--- src/rtl/i2s_tx_sequencer.sv ---
// i2s_tx_sequencer: FIFO-buffered Philips I2S transmitter with programmable SCK divider
module i2s_tx_sequencer #(
  parameter int DW = 16,
  parameter int FIFO_DEPTH = 4,
  parameter int DIVW = 16
) (
  input  logic                          clk,
  input  logic                          reset,
  input  logic                          enable,
  input  logic [DIVW-1:0]               clk_div,
  input  logic                          s_valid,
  output logic                          s_ready,
  input  logic [DW-1:0]                 s_left,
  input  logic [DW-1:0]                 s_right,
  output logic [$clog2(FIFO_DEPTH):0]   fifo_level,
  output logic                          busy,
  output logic                          underflow,
  output logic                          i2s_sck,
  output logic                          i2s_ws,
  output logic                          i2s_sd
);
  localparam int AW = $clog2(FIFO_DEPTH);
  localparam int FW = 2 * DW;
  localparam int KW = $clog2(FW);
  typedef enum logic {IDLE, RUN} state_t;
  state_t state_q, state_d;
  logic [FW-1:0] mem_q [FIFO_DEPTH];
  logic [AW-1:0] wr_q, wr_d, rd_q, rd_d;
  logic [AW:0] lvl_q, lvl_d;
  logic [DIVW-1:0] div_q, div_d;
  logic [KW-1:0] k_q, k_d;
  logic [FW-1:0] sh_q, sh_d;
  logic sck_q, sck_d, ws_q, ws_d, uf_q, uf_d;
  logic push, pop, toggle, fall, last;
  assign s_ready = lvl_q != (AW+1)'(FIFO_DEPTH);
  assign push = s_valid && s_ready;
  assign toggle = state_q == RUN && div_q >= clk_div;
  assign fall = toggle && sck_q;
  assign last = k_q == KW'(FW - 1);
  assign fifo_level = lvl_q;
  assign busy = state_q == RUN;
  assign underflow = uf_q;
  assign i2s_sck = sck_q;
  assign i2s_ws = ws_q;
  assign i2s_sd = sh_q[FW-1];
  always_comb begin
    state_d = state_q;
    div_d = div_q;
    k_d = k_q;
    sh_d = sh_q;
    sck_d = sck_q;
    ws_d = ws_q;
    uf_d = 1'b0;
    pop = 1'b0;
    if (state_q == IDLE) begin
      if (enable && lvl_q != '0) begin
        pop = 1'b1;
        state_d = RUN;
        sh_d = mem_q[rd_q];
        k_d = '0;
        div_d = '0;
        ws_d = 1'b0;
      end
    end else begin
      div_d = toggle ? '0 : div_q + 1'b1;
      sck_d = sck_q ^ toggle;
      if (fall && last) begin
        // frame boundary: next frame, zero fill, or stop with sck already low
        k_d = '0;
        ws_d = 1'b0;
        pop = enable && lvl_q != '0;
        uf_d = enable && lvl_q == '0;
        state_d = enable ? RUN : IDLE;
        sh_d = pop ? mem_q[rd_q] : '0;
      end else if (fall) begin
        k_d = k_q + 1'b1;
        sh_d = sh_q << 1;
        ws_d = k_d >= KW'(DW - 1) && k_d <= KW'(FW - 2);
      end
    end
    wr_d = wr_q + AW'(push);
    rd_d = rd_q + AW'(pop);
    lvl_d = lvl_q + (AW+1)'(push) - (AW+1)'(pop);
  end
  always_ff @(posedge clk) begin
    if (reset) begin
      state_q <= IDLE;
      wr_q <= '0;
      rd_q <= '0;
      lvl_q <= '0;
      div_q <= '0;
      k_q <= '0;
      sh_q <= '0;
      sck_q <= 1'b0;
      ws_q <= 1'b0;
      uf_q <= 1'b0;
    end else begin
      state_q <= state_d;
      wr_q <= wr_d;
      rd_q <= rd_d;
      lvl_q <= lvl_d;
      div_q <= div_d;
      k_q <= k_d;
      sh_q <= sh_d;
      sck_q <= sck_d;
      ws_q <= ws_d;
      uf_q <= uf_d;
    end
  end
  always_ff @(posedge clk) begin
    if (push) mem_q[wr_q] <= {s_left, s_right};
  end
endmodule

--- config.mk ---
export PLATFORM = sky130hd
export DESIGN_NAME = i2s_tx_sequencer
export DESIGN_NICKNAME = d
export VERILOG_FILES = /design/src/rtl/i2s_tx_sequencer.sv
export SDC_FILE = /design/constraint.sdc
export NUM_CORES = 1
export LEC_CHECK = 0
export BUFFER_PORTS_ARGS = -buffer_cell sky130_fd_sc_hd__buf_2
export CAP_MARGIN = 5
export CORE_ASPECT_RATIO = 1.1
export CORE_MARGIN = 2
export CORE_UTILIZATION = 62
export CTS_BUF_LIST = sky130_fd_sc_hd__clkbuf_8
export CTS_CLUSTER_SIZE = 40
export DETAILED_ROUTE_END_ITERATION = 8
export GPL_ROUTABILITY_DRIVEN = 1
export PLACE_DENSITY = 0.89
export SYNTH_ARGS = -nofsm -noshare
export SYNTH_HDL_FRONTEND = slang
export SYNTH_SLANG_ARGS = --single-unit
--- constraint.sdc ---
create_clock -name clk -period 4.8 [get_ports clk]
set_input_delay 0.48 -clock clk [delete_from_list [all_inputs] [get_ports clk]]
set_output_delay 0.48 -clock clk [all_outputs]
set_load 0.02 [all_outputs]
==> flow_summary.ini, run 1 <==
[synthesis]
synth_area_mm2 = 0.00787
synth-main-ff-cell = edfxtp_1
synthAdderAreaFrac = 0.0439
synth-xor-area-share = 0.0122
synth_cell_type_count = 50
synth_seq_cells = 192
synth_mux_area_frac = 0.0992
synth_top_family_by_area = multiplexers
yosysSeqAreaShare = 0.651
synth_compound_area_frac = 0.0811
synth-simple-area-share = 0.0856
syn_inst = 538
ys_warn_count = 0
synthArstFlopShare = 0
synth_area_per_cell_um2 = 14.6
synth_edf_count = 128
synth_fp_nets = 617

[critical_path]
crit_chain = inv_1 > ha_1 > nand2b_4 > a2111oi_4 > o41ai_1 > or4_1 > and2_1 > ha_1 > nand2_1 > a21oi_2 > ha_1 > inv_1 > ha_1 > fa_1 > xnor2_1 > nor2_1
crit_path_frequent_cell = ha_1
crit_fanout = 11
critPathArrivalTime_ns = 4.41
required_ns = 5.10
cp_top_family = adder cells
cp-end-kind = flip-flop
critPathBufInv = 2
cp_slowest_stage_delay_ns = 0.55
criticalPathCategory = flip-flop to flip-flop
crit_slowest_cell = or4_1
start_kind = flip-flop

[place]
pre_cts_ws_ns = 0.621
placed_cells = 735
hpwl_um = 9690
numPortBuffers = 60
gp_congestion = 0.847

[timing]
tightest_slew_ns = 1.18
rsz0062_at_grt = false
hold_viol_final = 0
relSlewSlack = 0.214
fin_crit_sh = 0.856
fmax_mhz = 243
fin_crit_ns = 4.11
setup_viol = 0
worst_slack_ns = 0.690
finClkSkew_ns = 0.0100
setup_tns_ns = 0
final_max_slew_viol_count = 0

[clock_network]
cts_setup_buffers = 0
cts_buffers = 17
postCtsHoldBufs = 0
cts-root-buf = clkbuf_8
cts_buffer_depth = 2
post_cts_resized = 0
clkTransAtPathRegs_ns = 0.10
worstSkewPairLatency_ns = 0.45
h-tree-depth = 4
cts_tree = done
cts.sink_count = 192

[power]
p_leak_nw = 3.13
ir_drop_uv = 297
power_density_mw_per_mm2 = 448

[layout]
fillCellCount = 795
layout_commonest_cell = edfxtp_1
nets = 676
drive_gt1_frac = 0.233
regArea_mm2 = 0.00513
mostFrequentLayoutCells = edfxtp_1 (128), dfxtp_1 (63), buf_2 (60)
fin_cells = 767
multiInputGateArea_mm2 = 0.00256
synthToLayoutAreaGrowth_pct = 10.6
antenna_cells = 0

[die]
fp.dieH_um = 122
ios = 61
initial_core_util = 0.630
row_count = 43
core_area_mm2 = 0.0125
dieArea_mm2 = 0.0136
die_x_um = 111

[detailed_routing]
num_vias = 4840
first_iter_violations = 444
drtPass1Iterations = 8
viasPerCell = 6.31
detail-route-antenna-nets = 0
totalWireLength_um = 15000
route.detailed.drc = 0
wire_per_inst_um = 19.6

[global_route]
grt_use_total = 0.228
grt-ovfl-total = 0
antenna_found_initial = 0
grt_max_degree = 51
grt_pass1_vias = 4786
grt_pass1_wl_um = 23900

[flow_run]
cap_violations = 0

[hold_path]
hp-class = primary input to flip-flop

[outcome]
status = finished clean
## state kept, by name, indices dropped and copies added, names as in the netlist
name	flops
sh_q	32
k_q	5
underflow	1
rd_q	2
busy	1
i2s_sck	1
div_q	16
i2s_ws	1
mem_q	128
wr_q	2
fifo_level	3
## stage by stage
step | instance area (µm²) | power (mW) | hold slack [ns] | utilization
6_report | 8700 | 3.90 | 0.236 | 0.697
5_1_grt | 8700 | 4.08 | 0.209 | 0.697
4_1_cts | 8700 | 3.92 | 0.214 | 0.697
3_5_place_dp | 8350 | 3.01 | 0.479 | 0.669
3_3_place_gp | 8350 | 2.95 | 0.467 | 0.669
2_1_floorplan | 7870 | 2.76 | 0.455 | -
## metal layers
metal	share of wire	global-route usage	vias up
li1	-	-	2208
met1	0.40	0.286	2394
met2	0.52	0.397	207
met3	0.061	0.0522	31
met4	0.015	0.0795	0
met5	0	0	-
## synth_stat cells (4+ instances only)
cell,number,area (µm²)
mux2i_1,6,60.1
mux4_2,32,721
nand4_1,8,50.1
nand3b_1,7,52.6
nand2_1,24,90.1
o21ai_0,14,70.1
xor2_1,6,52.6
nand3_1,13,65.1
nor3_1,5,25.0
buf_2,5,25.0
nor2_1,50,188
a222oi_1,27,270
dfxtp_1,64,1280
and3_1,8,50.1
a21oi_1,14,70.1
nor2b_1,6,37.5
a31oi_1,4,25.0
edfxtp_1,128,3840
inv_1,25,93.8
clkbuf_1,22,82.6
xnor2_1,5,43.8
ha_1,26,325
o21a_1,4,30.0
## worst register-to-register path, delay by kind of cell (launching register included)
family	cells	cell delay, ns
compound gates	3	0.60
xor+xnor	1	0.17
fa+ha+maj	5	1.47
buf+inv	2	0.11
flops	1	0.42
simple gates	5	1.21
## power by group
group / switching [mW] / leakage [nW] / internal [mW]
Sequential: 0.156 / 1.69 / 1.97
Combinational: 0.435 / 1.27 / 0.415
Clock: 0.558 / 0.173 / 0.363
## kinds of logic (layout without fill, tap and decap cells)
| logic type | count (synthesis) | count (layout) |
|---|---|---|
| simple gates | 136 | 136 |
| buf+inv | 54 | 126 |
| fa+ha+maj | 27 | 27 |
| xor+xnor | 11 | 11 |
| compound gates | 80 | 80 |
| mux | 38 | 38 |
| flops | 192 | 192 |
## path summary, 6_finish.rpt
check	startpoint	to	slack, ns	cells after the start
max	div_q[0]	fifo_level[2]	0.69	16
min	s_left[14]	mem_q[3][30]	0.24	1
max reg2reg	div_q[0]	fifo_level[2]	0.69	16
min reg2reg	sh_q[13]	sh_q[13]	0.52	2
## layout make-up
class,count,share of cell area
Tap cell,157,0.0226
Timing Repair Buffer,69,0.0437
Inverter,25,0.0108
Clock inverter,15,0.0129
Sequential cell,192,0.589
Clock buffer,17,0.0269
Multi-Input combinational cell,292,0.294
No activity file was read; power rests on OpenSTA's default activity.
==> inputs of run 2 (changes only) <==
Settings changed: CELL_PAD_IN_SITES_DETAIL_PLACEMENT from default to 0, CELL_PAD_IN_SITES_GLOBAL_PLACEMENT from default to 1, CORE_UTILIZATION 62 to 52, SETUP_SLACK_MARGIN from default to 0.5, SLEW_MARGIN from default to 25.
==> flow_summary.ini, run 2 (same netlist as run 1, synthesis figures left out) <==
[layout]
reg.largest.list = mem_q (128), sh_q (32), div_q (16)
synthToLayoutAreaGrowth_pct = 11.4
layout_commonest_cell = edfxtp_1
antenna_cells = 0
largest_register = mem_q
mostFrequentLayoutCells = edfxtp_1 (128), dfxtp_1 (63), buf_2 (60)
largest_reg_flops = 128
nets = 676
drive_gt1_frac = 0.234

[die]
row_count = 47
die_x_um = 121
core_area_mm2 = 0.0149
dieArea_mm2 = 0.0161
fp.dieH_um = 133
initial_core_util = 0.527
ios = 61

[critical_path]
crit_fanout = 11
regToRegSetupSlack_ns = 0.82
reg2reg_from = div_q[0]
critPathArrivalTime_ns = 4.30
required_ns = 5.11
reg2reg_depth = 16
cp-end-kind = flip-flop
startpoint = div_q[0]
timing.rr.end = fifo_level[2]
start_kind = flip-flop
criticalPathCategory = flip-flop to flip-flop

[timing]
rsz0062_at_grt = false
relSlewSlack = 0.390
final_max_slew_viol_count = 0
whs_ns = 0.224
fin_crit_ns = 3.98
fin_crit_sh = 0.830
fmax_mhz = 251
finClkSkew_ns = 0.0122
setup_tns_ns = 0
setup_viol = 0
hold_viol_final = 0
tightest_slew_ns = 0.915

[clock_network]
h-tree-depth = 4
clkTransAtPathRegs_ns = 0.10
cts.sink_count = 192
cts-root-buf = clkbuf_8
cts_setup_buffers = 0
cts_tree = done
cts_buffers = 17
worstSkewPairLatency_ns = 0.46
postCtsHoldBufs = 0
post_cts_resized = 0
cts_buffer_depth = 2

[detailed_routing]
drtPass1Iterations = 5
first_iter_violations = 557
totalWireLength_um = 14500
wire_per_inst_um = 18.0
viasPerCell = 5.85
detail-route-antenna-nets = 0
num_vias = 4713
route.detailed.drc = 0

[global_route]
antenna_found_initial = 0
grt_use_total = 0.195
grt_pass1_vias = 4870
grt-ovfl-total = 0
grt_max_degree = 51
grt_pass1_wl_um = 24300

[outcome]
status = finished clean

[hold_path]
hp-class = primary input to flip-flop
hp-start = s_right[12]
whs_path_depth = 1
hold_path_end = mem_q[0][12]

[power]
ir_drop_uv = 240
power_density_mw_per_mm2 = 450
p_leak_nw = 3.15

[place]
numPortBuffers = 60
gp_congestion = 0.776
hpwl_um = 9450

[flow_run]
cap_violations = 0
## run 2: worst max-delay path: stages, from the launching register on
cell	delay, ns
dfxtp_1	0.42
inv_1	0.07
ha_1	0.27
nand2b_4	0.15
a2111oi_4	0.34
o41ai_1	0.15
or4_1	0.54
and2_1	0.19
ha_1	0.31
nand2_2	0.20
a21oi_2	0.09
ha_1	0.32
inv_1	0.04
ha_1	0.18
fa_1	0.37
xnor2_1	0.16
nor2_1	0.05
## run 2: how the worst max path moves through the flow
stage / end / slack [ns] / cells after the start
after global placement: fifo_level[2] / 0.74 / 16
after floorplan: fifo_level[1] / 0.69 / 17
after global routing: fifo_level[2] / 0.55 / 16
after detailed placement: fifo_level[2] / 0.64 / 16
after CTS: fifo_level[2] / 0.74 / 16
final: fifo_level[2] / 0.82 / 16
## run 2: stage by stage
step           instance area (µm²)  instances  utilization  setup WS, ns  power (mW)
2_1_floorplan                 7870        538            -         0.691        2.76
3_3_place_gp                  8390        774        0.561         0.738        2.95
3_5_place_dp                  8390        774        0.561         0.642        3.00
4_1_cts                       8760        806        0.587         0.736        3.99
5_1_grt                       8770        806        0.587         0.550        4.15
6_report                      8770        806        0.587         0.815        3.94
## run 2: layout make-up
cell class	count	area (µm²)
clock buffer	18	248
clock inverter	14	130
fill	1176	6170
inverter	25	93.8
multi-input combinational	292	2560
sequential	192	5130
tap	196	245
timing repair buffer	69	368
## run 2: layer usage
layer / up-vias / GRT usage / wire length [µm]
met4: 0 / 0.0830 / 310
met1: 2343 / 0.243 / 6070
li1: 2210 / - / -
met3: 26 / 0.0427 / 654
met2: 134 / 0.330 / 7510
met5: - / 0 / 0
## run 2: power by group
part	switching, mW	total, mW	leakage [nW]	internal (mW)
Clock	0.556	0.990	0.196	0.433
Combinational	0.425	0.832	1.26	0.406
Sequential	0.146	2.12	1.69	1.97
Total	1.13	3.94	3.15	2.81
==> inputs of run 3 (changes only) <==
Settings changed: CORE_UTILIZATION 52 to 47, PLACE_DENSITY 0.89 to 0.85.
Clock period 4.8 ns to 3.5 ns, I/O delays scaled along.
==> flow_summary.ini, run 3 (same netlist as run 1, synthesis figures left out) <==
[outcome]
status = finished clean

[place]
pre_cts_ws_ns = -0.121
numPortBuffers = 60
hpwl_um = 9710
gp_congestion = 0.792
placed_area_mm2 = 0.00862

[power]
power_density_mw_per_mm2 = 622
p_leak_nw = 3.48
ir_drop_uv = 316

[critical_path]
regToRegSetupSlack_ns = 0.16
required_ns = 3.90
criticalPathCategory = flip-flop to flip-flop
cp-end-kind = flip-flop
crit_fanout = 4
timing.rr.end = fifo_level[1]
start_kind = flip-flop
reg2reg_depth = 13
critPathArrivalTime_ns = 3.74
reg2reg_from = div_q[1]

[timing]
whs_ns = 0.101
finClkSkew_ns = 0.00911
final_max_slew_viol_count = 0
fin_crit_sh = 0.955
fmax_mhz = 299
setup_tns_ns = 0
worst_slack_ns = 0.156
rsz0062_at_grt = true
hold_viol_final = 0
fin_crit_ns = 3.34
setup_viol = 0
relSlewSlack = 0.492
tightest_slew_ns = 0.761

[layout]
stdcell_area_mm2 = 0.00947
nets = 720
drive_gt1_frac = 0.315
layout_commonest_cell = edfxtp_1
reg.largest.list = mem_q (128), sh_q (32), div_q (16)
mostFrequentLayoutCells = edfxtp_1 (128), buf_2 (60), dfxtp_1 (59)
synthToLayoutAreaGrowth_pct = 20.4
antenna_cells = 0
largest_reg_flops = 128
fillCellCount = 1208
largest_register = mem_q

[detailed_routing]
totalWireLength_um = 15900
wire_per_inst_um = 18.5
route.detailed.drc = 0
viasPerCell = 5.82
first_iter_violations = 505
num_vias = 4991
detail-route-antenna-nets = 0
drtPass1Iterations = 6

[hold_path]
hp-start = s_left[9]
hp-class = primary input to flip-flop
whs_path_depth = 1
hold_path_end = mem_q[1][25]

[clock_network]
cts_tree = done
cts-root-buf = clkbuf_8
clkTransAtPathRegs_ns = 0.09
worstSkewPairLatency_ns = 0.45
cts.sink_count = 192
h-tree-depth = 4
postCtsHoldBufs = 0
cts_buffer_depth = 2
cts_buffers = 17

[die]
core_area_mm2 = 0.0164
ios = 61
initial_core_util = 0.481
dieArea_mm2 = 0.0178
row_count = 49
die_x_um = 127
fp.dieH_um = 140

[global_route]
grt_max_degree = 50
grt-ovfl-total = 0
grt_pass1_vias = 5026
grt_use_total = 0.185
grt_pass1_wl_um = 25300
antenna_found_initial = 0

[flow_run]
cap_violations = 0
-- run 3: cell types whose count changed in the layout (fill, tap and decap cells not counted), moves of 3 or more --
cell	delta
dfxtp_1	-4
buf_6	+13
ha_4	+4
bufinv_16	+4
buf_8	+3
o21ai_0	-3
inv_6	-6
ha_1	-4
buf_4	+25
-- run 3: routing by layer --
| layer | GRT usage | up-vias | wire (µm) |
|---|---|---|---|
| met4 | 0.0775 | 0 | 392 |
| met1 | 0.222 | 2494 | 6430 |
| met2 | 0.319 | 164 | 8280 |
| met3 | 0.0423 | 29 | 762 |
| met5 | 0 | - | 0 |
| li1 | - | 2304 | - |
-- run 3: worst max-delay path: stages (launching register included) --
cell	delay (ns)
dfxtp_1	0.40
ha_1	0.28
a2111oi_4	0.43
o41ai_4	0.10
or4_4	0.51
and2_4	0.16
ha_4	0.17
nand2_8	0.07
a21oi_4	0.06
ha_4	0.29
inv_2	0.03
ha_4	0.15
fa_2	0.52
nor2b_1	0.11
-- run 3: stage by stage --
step                      total power, mW   util  instances
after global routing                 6.16  0.579        857
after detailed placement             4.19  0.527        802
after global placement               4.12  0.527        802
final                                5.89  0.579        857
after floorplan                      3.82      -        538
after CTS                            5.91  0.573        851
-- run 3: layout make-up --
| type | count | area (µm²) | share of cell area |
|---|---|---|---|
| inverters | 25 | 93.8 | 0.00991 |
| clock inverters | 14 | 216 | 0.0229 |
| flip-flops and latches | 192 | 5140 | 0.542 |
| well taps | 204 | 255 | 0.0269 |
| clock buffers | 17 | 234 | 0.0247 |
| multi-input cells | 292 | 2710 | 0.286 |
| repair buffers | 113 | 827 | 0.0873 |
-- run 3: timing repair --
item	in CTS	in global routing
cloned	4	0
gates resized for setup	33	13
endpoints found under the setup margin	42	43
hold endpoints to repair	0	0
pin swaps	55	36
buffers inserted	14	6
-- run 3: power breakdown --
part | internal, mW | switching, mW | leakage (nW)
clock | 0.849 | 0.755 | 0.220
combinational | 0.713 | 0.692 | 1.56
sequential | 2.71 | 0.178 | 1.70
total | 4.27 | 1.62 | 3.48
-- run 3: worst max path at each step --
stage | start | to | slack, ns | depth (start not counted)
detailed placement | clk_div[0] | fifo_level[2] | -0.12 | 16
finish | div_q[1] | fifo_level[1] | 0.16 | 13
global placement | clk_div[0] | fifo_level[2] | -0.02 | 16
CTS | div_q[0] | fifo_level[1] | 0.1 | 15
floorplan | div_q[0] | fifo_level[2] | -0.11 | 18
global route | div_q[0] | fifo_level[1] | 0.05 | 15
